===== src/rtl/multi_array_loader.sv =====
// rtl/multi_array_loader.sv - loads NUM_ARRAYS on-chip arrays in sequence from a 64-bit host stream
//
// Ports:
//   clk          rising-edge clock
//   reset        synchronous, active-high
//   reload       pulse; restarts loading from array 0 (honoured only when all arrays are loaded)
//   data         64-bit stream beat (length header or packed array words)
//   data_ready   beat valid
//   data_wanted  loader accepts a beat this cycle (registered)
//   we           one-hot write enable, one bit per array (registered)
//   waddr        shared write address (registered)
//   wdata        shared write data (registered)
//   loaded       per-array completion flags
//   all_loaded   every array has been loaded
//   overflow     sticky: header of array i exceeded the array depth
module multi_array_loader #(
  parameter int NUM_ARRAYS = 2,
  parameter int ADDR_WIDTH = 10,
  parameter int WORD_SIZE  = 32
) (
  input  logic                  clk,
  input  logic                  reset,
  input  logic                  reload,
  input  logic [63:0]           data,
  input  logic                  data_ready,
  output logic                  data_wanted,
  output logic [NUM_ARRAYS-1:0] we,
  output logic [ADDR_WIDTH-1:0] waddr,
  output logic [WORD_SIZE-1:0]  wdata,
  output logic [NUM_ARRAYS-1:0] loaded,
  output logic                  all_loaded,
  output logic [NUM_ARRAYS-1:0] overflow
);

  localparam int          WPB   = 64 / WORD_SIZE;
  localparam int          IDXW  = (NUM_ARRAYS > 1) ? $clog2(NUM_ARRAYS) : 1;
  localparam logic [32:0] DEPTH = 33'(1) << ADDR_WIDTH;

  localparam logic [1:0] S_HEADER = 2'd0;
  localparam logic [1:0] S_DATA   = 2'd1;
  localparam logic [1:0] S_DONE   = 2'd2;

  logic [1:0]            state_q, state_d;
  logic [IDXW-1:0]       idx_q, idx_d;
  logic [31:0]           count_q, count_d;   // words of the current array not yet emitted
  logic [31:0]           n_q, n_d;           // index of the next word to emit
  logic [63:0]           buf_q, buf_d;       // unpacking buffer, next word in the low slice
  logic [3:0]            cnt_q, cnt_d;       // valid words in buf_q
  logic [NUM_ARRAYS-1:0] we_q, we_d;
  logic [ADDR_WIDTH-1:0] waddr_q, waddr_d;
  logic [WORD_SIZE-1:0]  wdata_q, wdata_d;
  logic [NUM_ARRAYS-1:0] loaded_q, loaded_d;
  logic [NUM_ARRAYS-1:0] ovf_q, ovf_d;
  logic                  dw_q, dw_d;

  logic                  xfer;
  logic                  last_idx;
  logic [31:0]           unbuffered;
  logic [3:0]            take;
  logic [NUM_ARRAYS-1:0] idx_onehot;
  logic                  emit;
  logic [WORD_SIZE-1:0]  emit_word;

  assign xfer       = data_ready && dw_q;
  assign last_idx   = (idx_q == IDXW'(NUM_ARRAYS - 1));
  assign idx_onehot = NUM_ARRAYS'(1) << idx_q;
  // Words still owed by the stream; a partial final beat only contributes this many.
  assign unbuffered = count_q - {28'd0, cnt_q};
  assign take       = (unbuffered >= 32'(WPB)) ? 4'(WPB) : unbuffered[3:0];

  always_comb begin
    state_d   = state_q;
    idx_d     = idx_q;
    count_d   = count_q;
    n_d       = n_q;
    buf_d     = buf_q;
    cnt_d     = cnt_q;
    we_d      = '0;
    waddr_d   = waddr_q;
    wdata_d   = wdata_q;
    loaded_d  = loaded_q;
    ovf_d     = ovf_q;
    emit      = 1'b0;
    emit_word = '0;

    case (state_q)
      S_HEADER: begin
        if (xfer) begin
          count_d = data[31:0];
          n_d     = 32'd0;
          cnt_d   = 4'd0;
          if ({1'b0, data[31:0]} > DEPTH) begin
            ovf_d = ovf_q | idx_onehot;
          end
          if (data[31:0] == 32'd0) begin
            loaded_d = loaded_q | idx_onehot;
            if (last_idx) begin
              state_d = S_DONE;
            end else begin
              idx_d = idx_q + IDXW'(1);
            end
          end else begin
            state_d = S_DATA;
          end
        end
      end

      S_DATA: begin
        // A beat arriving while one buffered word remains is stored whole; the
        // buffered word goes out first. From an empty buffer the new beat's low
        // slice is emitted directly so the first write follows the accept.
        if (cnt_q != 4'd0) begin
          emit      = 1'b1;
          emit_word = buf_q[WORD_SIZE-1:0];
          buf_d     = buf_q >> WORD_SIZE;
          cnt_d     = cnt_q - 4'd1;
          if (xfer) begin
            buf_d = data;
            cnt_d = cnt_q - 4'd1 + take;
          end
        end else if (xfer) begin
          emit      = 1'b1;
          emit_word = data[WORD_SIZE-1:0];
          buf_d     = data >> WORD_SIZE;
          cnt_d     = take - 4'd1;
        end

        if (emit) begin
          n_d     = n_q + 32'd1;
          count_d = count_q - 32'd1;
          // Words beyond the array depth are consumed but never written.
          if ({1'b0, n_q} < DEPTH) begin
            we_d    = idx_onehot;
            waddr_d = n_q[ADDR_WIDTH-1:0];
            wdata_d = emit_word;
          end
          if (count_q == 32'd1) begin
            loaded_d = loaded_q | idx_onehot;
            cnt_d    = 4'd0;
            if (last_idx) begin
              state_d = S_DONE;
            end else begin
              idx_d   = idx_q + IDXW'(1);
              state_d = S_HEADER;
            end
          end
        end
      end

      S_DONE: begin
        if (reload) begin
          loaded_d = '0;
          ovf_d    = '0;
          idx_d    = '0;
          state_d  = S_HEADER;
        end
      end

      default: begin
        state_d = S_HEADER;
      end
    endcase

    // Registered from next state so it never depends on data_ready combinationally.
    case (state_d)
      S_HEADER: dw_d = 1'b1;
      S_DATA:   dw_d = (count_d > {28'd0, cnt_d}) && (cnt_d <= 4'd1);
      default:  dw_d = 1'b0;
    endcase
  end

  always_ff @(posedge clk) begin
    if (reset) begin
      state_q  <= S_HEADER;
      idx_q    <= '0;
      count_q  <= '0;
      n_q      <= '0;
      buf_q    <= '0;
      cnt_q    <= '0;
      we_q     <= '0;
      waddr_q  <= '0;
      wdata_q  <= '0;
      loaded_q <= '0;
      ovf_q    <= '0;
      dw_q     <= 1'b0;
    end else begin
      state_q  <= state_d;
      idx_q    <= idx_d;
      count_q  <= count_d;
      n_q      <= n_d;
      buf_q    <= buf_d;
      cnt_q    <= cnt_d;
      we_q     <= we_d;
      waddr_q  <= waddr_d;
      wdata_q  <= wdata_d;
      loaded_q <= loaded_d;
      ovf_q    <= ovf_d;
      dw_q     <= dw_d;
    end
  end

  assign data_wanted = dw_q;
  assign we          = we_q;
  assign waddr       = waddr_q;
  assign wdata       = wdata_q;
  assign loaded      = loaded_q;
  assign overflow    = ovf_q;
  assign all_loaded  = (state_q == S_DONE);

endmodule


===== config.mk =====
export PLATFORM = sky130hd
export DESIGN_NAME = multi_array_loader
export DESIGN_NICKNAME = d
export VERILOG_FILES = /design/src/rtl/multi_array_loader.sv
export SDC_FILE = /design/constraint.sdc
export NUM_CORES = 1
export LEC_CHECK = 0
export CAP_MARGIN = 15
export CORE_MARGIN = 2
export CORE_UTILIZATION = 40
export CTS_BUF_LIST = sky130_fd_sc_hd__clkbuf_4 sky130_fd_sc_hd__clkbuf_8
export DETAILED_ROUTE_END_ITERATION = 12
export DONT_BUFFER_PORTS = 1
export HOLD_SLACK_MARGIN = 0.02
export PLACE_DENSITY = 0.51
export SKIP_CTS_REPAIR_TIMING = 1
export SYNTH_ARGS = -nofsm -noshare
export SYNTH_HDL_FRONTEND = slang
export SYNTH_SLANG_ARGS = --single-unit

===== constraint.sdc =====
create_clock -name clk -period 6.9 [get_ports clk]
set_input_delay 1.38 -clock clk [delete_from_list [all_inputs] [get_ports clk]]
set_output_delay 1.38 -clock clk [all_outputs]
set_load 0.02 [all_outputs]

# Yosys cells after proc, flatten, opt, wreduce, memory -nomap -nowiden
# Cells that the tools add are included.
# Widths: inputs -> output; s select.
# op_classes
add_sub_neg	7
magnitude_cmp	5
eq_ne	10
shift	1
n_mux	47
bitwise	5
reduce_logical	16
# ops
op	count
$mux 32	6
$mux 64	3
$pmux 32 s2	2
$add 32x1->32 const B	1
$eq 32x1->1 const B	1
$ge 32x2->1 const B	1
$gt 32x11->1 const B	1
$gt 32x4->1	1
$logic_not 32->1	1
$lt 32x11->1 const B	1
$sub 32x1->32 const B	1
$sub 32x4->32	1
$mux 2	14
$mux 4	7
$ne 2x2->1 const B	6
$pmux 2 s3	2
$mux 1	9
$pmux 4 s2	1
$sub 4x1->4 const B	2
$reduce_and 3->1	2
$reduce_and 6->1	1
$reduce_bool 2->1	3
$add 4x4->4	1
$eq 2x1->1 const B	2
other kinds (16)	21
# totals
reg_bits	184
inputBits	68
out_inout_bits	50
wordCells	103

# Longest topological paths before layout
# Gate-level depths: netlist of the first run.
# logic_depth
depth_word	12
ltp_mapped	23
ltp_nobuf	23

# Worst setup path after synthesis of the first run
# Ideal clock, no wire load.
# synth_timing
kind	reg-to-reg
startpoint	register count_q[0]
endpoint	register dw_q (netlist: data_wanted)
setup_ns	0.116
arrival_time_ns	5.377
required_time_ns	6.784
path_slack_ns	1.407
stages_incl_launch_ff	23
path_buffers	0
synth_period_minus_slack_ns	5.493
cell_sequence	dfxtp_1 > inv_1 > ha_1 > fa_1 > nand2b_1 > a21oi_2 > xnor2_1 > or4_1 > nor4_1 > nand4_2 > or3_1 > fa_1 > mux4_2 > o22ai_1 > inv_1 > ha_1 > a211oi_1 > a31oi_1 > o22ai_1 > nand4_1 > nor3_2 > nand4_1 > a41o_1
# synth_between
elab_chain_len	12
elab_cells_between_ends	25
cone_classes	4 x add/sub; 3 x order compare; 2 x eq/ne; 14 x mux; 2 x reduce/logical
# synth_rtl
element	line	rtl
start: declaration	45	logic [31:0] count_q, count_d;
start signal: assignment	189	count_q <= count_d;
$sub 32x4->32	68	assign unbuffered = count_q - {28'd0, cnt_q};
$ge 32x2->1	69	assign take = (unbuffered >= 32'(WPB)) ? 4'(WPB) : unbuffered[3:0];
$mux 4	69	
$sub 4x1->4 or $add 4x4->4 (tied branches)	125, 119	
$mux 4 (on tied branches)	121, 117	
$mux 4	112	if (cnt_q != 4'd0) begin
$mux 4	137	if (count_q == 32'd1) begin
$mux 4	128	if (emit) begin
$pmux 4 s2	86	case (state_q)
$gt 32x4->1 or $le 4x1->1 (tied branches)	167	S_DATA: dw_d = (count_d > {28'd0, cnt_d}) && (cnt_d <= 4'd1);
$logic_and 1x1->1	167	
$pmux 1 s2 *	165	case (state_d)
end signal: assignment	198	dw_q <= dw_d;
end: declaration	54	logic dw_q, dw_d;
# Mark *: on every way between the ends. The rest lies on a longest branch, timed or not.
# A chain may end at the register's enable or synchronous reset.

# Final worst setup path of the first run
# Same ends and word-level chain as after synthesis.

==> impl_metrics.py, run 1 <==
metrics = {
    "die": {
        "die_w_um": 160,
        "start_util_pct": 40.3,
        "floorplan.die_area_sq_mm": 0.0256,
        "core_area_sq_mm": 0.0241,
        "rows": 57,
        "die_h_um": 160,
        "io_pins": 118,
    },
    "finish": {
        "antenna_cells": 0,
        "regArea_sq_mm": 0.00368,
        "final_cells": 1508,
        "multiInputGateArea_sq_mm": 0.00562,
        "drive_gt1_share_pct": 6.84,
        "design_area_sq_mm": 0.0103,
        "nets": 1255,
        "syn2layout_area_growth_pct": 6.06,
        "num-fill-cells": 2505,
    },
    "logic_synthesis": {
        "synth_common_cells": "nor2_1 (211), dfxtp_1 (184), nand2_1 (95), clkbuf_1 (85), a22oi_1 (66)",
        "netlist_area_sq_mm": 0.00972,
        "synth.top_cells.by_area": "dfxtp_1 (38%), nor2_1 (8.2%), a22oi_1 (5.1%)",
        "synth_ff_type": "dfxtp_1",
        "ys_ff_latch": 184,
        "synth_cell_types": 74,
        "ys_seq_area_share_pct": 37.9,
        "yosysMostFrequentCell": "nor2_1",
        "netlist.area_leader.share_pct": 37.9,
        "synth.net_count": 1312,
        "ys_async_sr_fraction_pct": 0,
        "synth_edf_count": 0,
        "yosysWarnings": 0,
        "syn_inst": 1228,
        "synth_top_area_cell": "dfxtp_1",
        "syn_area_per_cell_sq_um": 7.91,
    },
    "global_route": {
        "track_usage_pct": 25.7,
        "grt_antenna_before_repair": 0,
        "grt_pass1_vias": 8602,
        "gr-total-overflow": 0,
        "grt_start_max_net_pins": 155,
        "grt_pass1_wl_mm": 51.9,
    },
    "placed_design": {
        "hpwl_mm": 22.2,
        "post_dp_cell_area_sq_mm": 0.00993,
        "portBuffers": 0,
        "gp_congestion": 0.934,
        "placed_cells": 1476,
    },
    "sta": {
        "final-hold-violation-count": 0,
        "period_minus_slack_ns": 6.41,
        "slew_violations": 0,
        "setup_viol_count_final": 0,
        "max_freq_mhz": 156,
        "worst_pin_slew_ns": 1.03,
        "fin_crit_sh_pct": 92.9,
        "finalSetupTns_ns": 0,
        "rsz0062_at_grt": "no",
        "slew_headroom_pct": 30.8,
        "hold_slack_ns": 0.471,
        "fin_skew_ns": 0.0199,
    },
    "worst_setup_path": {
        "worstPathCellList": "inv_1, ha_1, fa_1, nand2b_1, a21oi_2, xnor2_1, or4_1, nor4_1, nand4_2, or3_1, fa_1, mux4_2, o22ai_1, inv_1, ha_1, a211oi_1, a31oi_1, o22ai_1, nand4_1, nor3_2, nand4_1, a41o_1",
        "crit_path_end_kind": "flip-flop",
        "max_stage_delay_ns": 0.54,
        "cp.arrival_ns": 6.79,
        "cp_num_buf_inv": 2,
        "worstSetupPathType": "flip-flop to flip-flop",
        "cp_max_fo": 10,
        "cp.required_ns": 7.28,
        "crit_family": "simple AND/OR/NAND/NOR gates",
        "slowest_stage": "nor4_1",
        "start_kind": "flip-flop",
    },
    "detailed_routing": {
        "routedWlPerCell_um": 22.1,
        "drt_first_pass_iters": 5,
        "drc": 0,
        "via_per_inst": 6.10,
        "first_iter_violations": 799,
        "drt-total-wl_mm": 33.3,
        "drtAntennaViolNets": 0,
        "vias": 9197,
    },
    "cts": {
        "clk_latency_ns": 0.49,
        "clk_path_buf_depth": 2,
        "htree_levels": 4,
        "cts_tree": "done",
        "clk_pin_slew_ns": 0.12,
        "cts_made_buffers": 17,
        "clockRootBuffer": "clkbuf_8",
        "clock_sinks": 184,
    },
    "power_and_ir_drop": {
        "power_w": 0.00277,
        "p_per_area_mw_per_mm2": 269,
        "p_leak_nw": 3.57,
        "ir_worst_vdd_v": 0.000122,
    },
    "job": {
        "max-cap-violations": 0,
    },
    "status": {
        "status": "complete, no violations",
    },
    "worst_hold_path": {
        "holdCritPathClass": "flip-flop to flip-flop",
    },
}
area by class of cell:
| class | count | area share (%) |
|---|---|---|
| multi-input combinational | 928 | 54.5 |
| tap | 324 | 3.93 |
| inverter | 22 | 0.801 |
| clock inverter | 13 | 1.25 |
| timing repair buffer | 18 | 1.31 |
| sequential | 184 | 35.7 |
| clock buffer | 19 | 2.42 |
through the flow:
stage	utilization [%]	setup WS, ns
after CTS	42.8	0.573
after global placement	41.2	0.783
after global routing	42.8	0.160
after floorplan	-	1.41
after detailed placement	41.2	0.592
final	42.8	0.492
cells in the final DEF (no fill, tap or decap), drive strengths merged, types with 6 or more instances in the layout:
master / n
o31ai: 7
clkinv: 6
or2: 9
nor2b: 10
o21a: 8
a211oi: 7
or3: 22
nor3: 33
nor4: 34
xor2: 21
nor2: 211
a311oi: 35
dfxtp: 184
and2: 8
mux2i: 40
nand4: 21
o22ai: 16
and3: 12
nand2b: 7
clkbuf: 19
xnor2: 17
a21oi: 38
ha: 14
inv: 29
buf: 18
o21ai: 53
nand2: 95
a31oi: 19
or4: 13
nand3: 53
a22oi: 66
flip-flops by register name, summed over array words and instances (netlist names):
signal,count
overflow,2
idx_q,1
buf_q,64
we,2
state_q,2
count_q,32
waddr,10
n_q,32
loaded,2
cnt_q,4
data_wanted,1
wdata,32
per-layer routing:
metal	routed length (um)	up-vias	share of wire (%)	track usage, %
met2	14800	331	45	40.1
met1	15200	4435	46	35.5
met3	2460	53	7.4	5.56
li1	-	4378	-	-
met5	0	-	0	0
met4	818	0	2.5	8.60
worst paths after layout:
kind	from	endpoint	slack [ns]	depth (start not counted)
max	count_q[0]$_SDFF_PP0_	data_wanted$_SDFF_PP0_	0.49	22
min reg2reg	buf_q[22]$_SDFFE_PP0P_	wdata[22]$_SDFFE_PP0P_	0.47	2
min	buf_q[22]$_SDFFE_PP0P_	wdata[22]$_SDFFE_PP0P_	0.47	2
max reg2reg	count_q[0]$_SDFF_PP0_	data_wanted$_SDFF_PP0_	0.49	22
power by group:
part / internal (W) / switching [W] / leakage [nW]
registers: 0.00113 / 0.000116 / 1.49
logic: 0.000277 / 0.000518 / 1.88
clock network: 0.000275 / 0.000462 / 0.198
kinds of logic (layout without fill, tap and decap cells):
| logic type | after synthesis | count (layout) | share of synthesized area (%) |
|---|---|---|---|
| buf+inv | 116 | 72 | 4.65 |
| fa+ha+maj | 16 | 16 | 2.21 |
| xor+xnor | 38 | 38 | 3.43 |
| other cells | 1 | 1 | 0.0386 |
| simple gates | 543 | 543 | 26.8 |
| mux | 42 | 42 | 4.47 |
| compound gates | 288 | 288 | 20.5 |
| flops | 184 | 184 | 37.9 |
worst register-to-register path, cell delays in order (launching register included):
cell and delay, ns:
dfxtp_1 0.44, inv_1 0.12, ha_1 0.23, fa_1 0.41, nand2b_1 0.17, a21oi_2 0.42, xnor2_1 0.10, or4_1 0.53
nor4_1 0.54, nand4_2 0.30, or3_1 0.39, fa_1 0.43, mux4_2 0.45, o22ai_1 0.20, inv_1 0.09, ha_1 0.31
a211oi_1 0.20, a31oi_1 0.07, o22ai_1 0.19, nand4_1 0.14, nor3_2 0.21, nand4_1 0.11, a41o_1 0.25
No activity file was read; power rests on OpenSTA's default activity.
==> inputs of run 2 (changes only) <==
PLACE_DENSITY = default   (was 0.51)
PLACE_DENSITY_LB_ADDON = 0.2   (was default)
==> impl_metrics.py, run 2 (same netlist as run 1, synthesis figures left out) <==
metrics = {
    "sta": {
        "rsz0062_at_grt": "no",
        "max_freq_mhz": 158,
        "setup_viol_count_final": 0,
        "fin_crit_sh_pct": 91.7,
        "worst_pin_slew_ns": 1.09,
        "final-hold-violation-count": 0,
        "slew_headroom_pct": 27.1,
        "period_minus_slack_ns": 6.32,
        "finalSetupTns_ns": 0,
        "fin_skew_ns": 0.0235,
        "slew_violations": 0,
    },
    "power_and_ir_drop": {
        "p_sw_w": 0.00109,
        "p_per_area_mw_per_mm2": 268,
        "power_switching_share_pct": 39.2,
        "seqPwrFrac_pct": 44.8,
        "comb_power_share_pct": 28.4,
        "power.internal_w": 0.00169,
        "ir_worst_vdd_v": 0.000135,
        "pwr-share-clk_pct": 26.8,
        "p_leak_nw": 3.58,
    },
    "detailed_routing": {
        "drt_first_pass_iters": 5,
        "drc": 0,
        "via_per_inst": 5.99,
        "routedWlPerCell_um": 21.5,
        "vias": 9051,
        "drt-total-wl_mm": 32.4,
        "first_iter_violations": 801,
        "drtAntennaViolNets": 0,
    },
    "worst_setup_path": {
        "cp_max_fo": 10,
        "crit_path_end_kind": "flip-flop",
        "worstSetupPathType": "flip-flop to flip-flop",
        "timing.rr.end": "data_wanted$_SDFF_PP0_",
        "cp.required_ns": 7.27,
        "start_kind": "flip-flop",
        "ff2ff_path_depth": 22,
        "r2r_slack_ns": 0.58,
        "regToRegStartpoint": "count_q[0]$_SDFF_PP0_",
        "cp.arrival_ns": 6.69,
    },
    "placed_design": {
        "post_dp_cell_area_sq_mm": 0.00996,
        "gp_congestion": 0.941,
        "portBuffers": 0,
        "hpwl_mm": 22.1,
    },
    "finish": {
        "mostFrequentLayoutCells": "nor2_1 (209), dfxtp_1 (184), nand2_1 (94)",
        "regMostFlops": "buf_q",
        "nets": 1257,
        "drive_gt1_share_pct": 7.00,
        "antenna_cells": 0,
        "syn2layout_area_growth_pct": 6.58,
        "largest_reg_flops": 64,
        "final_common_cell": "nor2_1",
        "design_area_sq_mm": 0.0104,
        "num-fill-cells": 2586,
    },
    "worst_hold_path": {
        "holdCritPathClass": "flip-flop to flip-flop",
        "min_to": "wdata[23]$_SDFFE_PP0P_",
        "hp-start": "buf_q[23]$_SDFFE_PP0P_",
        "hold-path-cell-count": 2,
    },
    "cts": {
        "cts_made_buffers": 17,
        "htree_levels": 4,
        "clk_pin_slew_ns": 0.12,
        "clk_latency_ns": 0.49,
        "clockRootBuffer": "clkbuf_8",
        "clock_sinks": 184,
        "clk_path_buf_depth": 2,
        "cts_tree": "done",
    },
    "die": {
        "start_util_pct": 40.3,
        "core_area_sq_mm": 0.0241,
        "rows": 57,
        "io_pins": 118,
        "die_h_um": 160,
        "die_w_um": 160,
        "floorplan.die_area_sq_mm": 0.0256,
    },
    "global_route": {
        "track_usage_pct": 25.4,
        "grt_pass1_wl_mm": 51.2,
        "grt_start_max_net_pins": 155,
        "gr-total-overflow": 0,
        "grt_pass1_vias": 8714,
        "grt_antenna_before_repair": 1,
    },
    "job": {
        "max-cap-violations": 0,
    },
    "status": {
        "status": "complete, no violations",
    },
}
[run 2: how the worst max path moves through the flow]
stage                                      from                      to  slack [ns]  depth (start not counted)
after floorplan           count_q[0]$_SDFF_PP0_  data_wanted$_SDFF_PP0_        1.41                         22
after global placement    count_q[0]$_SDFF_PP0_  data_wanted$_SDFF_PP0_        0.89                         22
after detailed placement  count_q[0]$_SDFF_PP0_  data_wanted$_SDFF_PP0_        0.69                         22
after CTS                 count_q[0]$_SDFF_PP0_  data_wanted$_SDFF_PP0_        0.65                         22
after global routing      count_q[0]$_SDFF_PP0_  data_wanted$_SDFF_PP0_        0.28                         22
final                     count_q[0]$_SDFF_PP0_  data_wanted$_SDFF_PP0_        0.58                         22
[run 2: critical path, stage by stage, from the launching register on]
cell and delay [ns]:
dfxtp_1 0.44, inv_1 0.11, ha_1 0.23, fa_1 0.41
nand2b_1 0.19, a21oi_2 0.43, xnor2_1 0.10, or4_1 0.53
nor4_1 0.48, nand4_2 0.30, or3_1 0.39, fa_1 0.42
mux4_2 0.46, o22ai_1 0.17, inv_1 0.11, ha_1 0.32
a211oi_1 0.21, a31oi_1 0.06, o22ai_1 0.16, nand4_1 0.13
nor3_2 0.20, nand4_1 0.11, a41o_1 0.25
[run 2: per-stage QoR]
stage	setup slack [ns]	std cells	hold slack [ns]	total power (W)	util [%]
3_3_place_gp	0.894	1478	0.459	0.00204	41.3
2_1_floorplan	1.41	1228	0.449	0.00182	-
5_1_grt	0.279	1510	0.484	0.00293	43.0
3_5_place_dp	0.692	1478	0.464	0.00204	41.3
6_report	0.575	1510	0.465	0.00278	43.0
4_1_cts	0.654	1510	0.458	0.00279	43.0
[run 2: power by group through the flow]
stage	logic (W)	registers [W]	clock network (W)
floorplan	0.000603	0.00122	0
global placement	0.000778	0.00126	0
detailed placement	0.000778	0.00127	0
CTS	0.000780	0.00124	0.000769
global route	0.000867	0.00125	0.000808
finish	0.000789	0.00124	0.000745
[run 2: layer usage]
metal	up-vias	track usage, %	wire (um)
met5	-	0	0
met2	309	41.4	14900
met1	4304	32.9	14100
li1	4381	-	-
met3	57	6.08	2530
met4	0	8.89	933
[run 2: cell type report]
class / instances / area, sq um / share of cell area [%]
well taps: 324 / 405 / 3.91
repair buffers: 20 / 163 / 1.57
multi-input cells: 928 / 5620 / 54.3
clock buffers: 18 / 248 / 2.39
inverters: 22 / 82.6 / 0.797
flip-flops and latches: 184 / 3680 / 35.6
clock inverters: 14 / 153 / 1.47
==> inputs of run 3 (changes only) <==
ABC_AREA = 1   (was default)
==> impl_metrics.py, run 3 <==
metrics = {
    "status": {
        "status": "complete, no violations",
    },
    "logic_synthesis": {
        "syn_inst": 1586,
        "ys_ff_latch": 184,
        "synth_common_cells": "nand2_1 (334), dfxtp_1 (184), nor2_1 (159), inv_1 (156), a21oi_1 (155)",
        "syn_area_per_cell_sq_um": 6.60,
        "synth_ff_type": "dfxtp_1",
        "synth_cell_types": 45,
        "netlist_area_sq_mm": 0.0105,
        "yosysMostFrequentCell": "nand2_1",
        "netlist.area_leader.share_pct": 35.2,
        "synth_top_area_cell": "dfxtp_1",
        "synth.net_count": 1670,
        "ys_async_sr_fraction_pct": 0,
        "synth.top_cells.by_area": "dfxtp_1 (35%), nand2_1 (12%), a21oi_1 (7.4%)",
        "yosysWarnings": 0,
        "ys_seq_area_share_pct": 35.2,
        "synth_edf_count": 0,
    },
    "die": {
        "rows": 59,
        "floorplan.die_area_sq_mm": 0.0275,
        "start_util_pct": 40.4,
        "die_w_um": 166,
        "io_pins": 118,
        "core_area_sq_mm": 0.0259,
        "die_h_um": 166,
    },
    "sta": {
        "finalSetupTns_ns": 0,
        "fin_ws_ns": 1.69,
        "period_minus_slack_ns": 5.21,
        "final-hold-violation-count": 0,
        "worst_pin_slew_ns": 1.04,
        "rsz0062_at_grt": "no",
        "max_freq_mhz": 192,
        "slew_headroom_pct": 30.6,
        "fin_skew_ns": 0.0268,
        "setup_viol_count_final": 0,
        "slew_violations": 0,
        "fin_crit_sh_pct": 75.4,
    },
    "cts": {
        "htree_levels": 4,
        "cts_made_buffers": 17,
        "cts_tree": "done",
        "clockRootBuffer": "clkbuf_8",
        "clock_sinks": 184,
        "clk_path_buf_depth": 2,
        "clk_pin_slew_ns": 0.11,
        "clk_latency_ns": 0.50,
    },
    "finish": {
        "largest_reg_flops": 64,
        "design_area_sq_mm": 0.0112,
        "regMostFlops": "buf_q",
        "final_common_cell": "nand2_1",
        "drive_gt1_share_pct": 7.15,
        "nets": 1623,
        "syn2layout_area_growth_pct": 6.49,
        "antenna_cells": 0,
        "mostFrequentLayoutCells": "nand2_1 (334), dfxtp_1 (184), nor2_1 (157)",
    },
    "detailed_routing": {
        "drtAntennaViolNets": 0,
        "drt-total-wl_mm": 34.3,
        "via_per_inst": 5.57,
        "drc": 0,
        "vias": 10504,
        "drt_first_pass_iters": 6,
        "routedWlPerCell_um": 18.2,
        "first_iter_violations": 979,
    },
    "placed_design": {
        "portBuffers": 0,
        "post_dp_cell_area_sq_mm": 0.0107,
        "hpwl_mm": 24.6,
        "gp_congestion": 0.967,
        "place_ws_ns": 1.77,
    },
    "worst_setup_path": {
        "timing.rr.end": "data_wanted$_SDFF_PP0_",
        "start_kind": "flip-flop",
        "ff2ff_path_depth": 38,
        "cp_max_fo": 9,
        "cp.arrival_ns": 5.58,
        "r2r_slack_ns": 1.69,
        "cp-endpoint": "data_wanted$_SDFF_PP0_",
        "startpoint": "count_q[0]$_SDFF_PP0_",
        "max_stage_delay_ns": 0.44,
        "crit_top_cell": "nand2_1",
        "crit_path_end_kind": "flip-flop",
        "cp.required_ns": 7.27,
        "slowest_stage": "fa_1",
        "regToRegStartpoint": "count_q[0]$_SDFF_PP0_",
        "worstSetupPathType": "flip-flop to flip-flop",
    },
    "power_and_ir_drop": {
        "ir_worst_vdd_v": 0.000150,
        "p_per_area_mw_per_mm2": 245,
        "power_w": 0.00273,
        "p_leak_nw": 4.39,
    },
    "global_route": {
        "grt_pass1_vias": 9877,
        "grt_start_max_net_pins": 109,
        "gr-total-overflow": 0,
        "grt_pass1_wl_mm": 55.2,
        "grt_antenna_before_repair": 0,
        "track_usage_pct": 24.8,
    },
    "job": {
        "max-cap-violations": 0,
    },
    "worst_hold_path": {
        "hp-start": "buf_q[11]$_SDFFE_PP0P_",
        "hold-path-cell-count": 2,
        "holdCritPathClass": "flip-flop to flip-flop",
    },
}
run 3: cell count changes in the layout (fill, tap and decap cells not counted), moves of 22 or more:
cell / change
nand3_1: +30
a21oi_1: +118
mux2i_1: -40
o211ai_1: +45
a22oi_1: -63
nand2_1: +240
nor2_1: -52
o21ai_0: +69
nand4_1: +22
a311oi_1: -35
inv_1: +133
run 3: kinds of logic (layout without fill, tap and decap cells):
group | Yosys count | count (layout) | synth area share, %
other cells | 1 | 1 | 0.0358
simple gates | 710 | 710 | 30.3
flops | 184 | 184 | 35.2
compound gates | 400 | 400 | 21.7
buf+inv | 257 | 223 | 9.23
fa+ha+maj | 16 | 16 | 2.05
xor+xnor | 18 | 18 | 1.51
run 3: worst min path at each step:
stage	to	slack (ns)
final	buf_q[11]$_SDFFE_PP0P_	0.46
after global routing	buf_q[47]$_SDFFE_PP0P_	0.48
after CTS	buf_q[44]$_SDFFE_PP0P_	0.46
after detailed placement	buf_q[0]$_SDFFE_PP0P_	0.45
after global placement	buf_q[48]$_SDFFE_PP0P_	0.44
after floorplan	buf_q[34]$_SDFFE_PP0P_	0.44
run 3: area by class of cell:
| type | count | area (sq um) |
|---|---|---|
| Multi-Input combinational cell | 1145 | 5850 |
| Clock buffer | 17 | 234 |
| Fill cell | 2733 | 14800 |
| Clock inverter | 15 | 209 |
| Sequential cell | 184 | 3680 |
| Tap cell | 335 | 419 |
| Inverter | 179 | 672 |
| Timing Repair Buffer | 12 | 90.1 |
run 3: report_power, final:
| group | internal (W) | switching (W) | total [W] | leakage [nW] |
|---|---|---|---|---|
| logic | 0.000220 | 0.000532 | 0.000752 | 2.68 |
| registers | 0.00111 | 0.0000704 | 0.00118 | 1.49 |
| clock network | 0.000290 | 0.000502 | 0.000792 | 0.216 |
run 3: worst max-delay path, delay by kind of cell, from the launching register on:
kind	cells	cell delay, ns
AOI/OAI and AO/OA	5	0.64
buffers and inverters	4	0.38
DFF	1	0.43
adders and majority gates	4	1.43
and+or+nand+nor	25	2.24
run 3: routing by layer:
metal	up-vias	track usage, %	wire length (um)
met5	-	0	0
met4	0	6.96	599
met3	41	4.19	2070
met2	331	40.4	15800
met1	4862	33.9	15800
li1	5270	-	-
run 3: metrics by stage:
step	instances	hold WS [ns]	utilization, %
2_1_floorplan	1586	0.437	-
3_3_place_gp	1855	0.443	41.3
3_5_place_dp	1855	0.446	41.3
4_1_cts	1887	0.461	43.0
5_1_grt	1887	0.477	43.0
6_report	1887	0.463	43.0
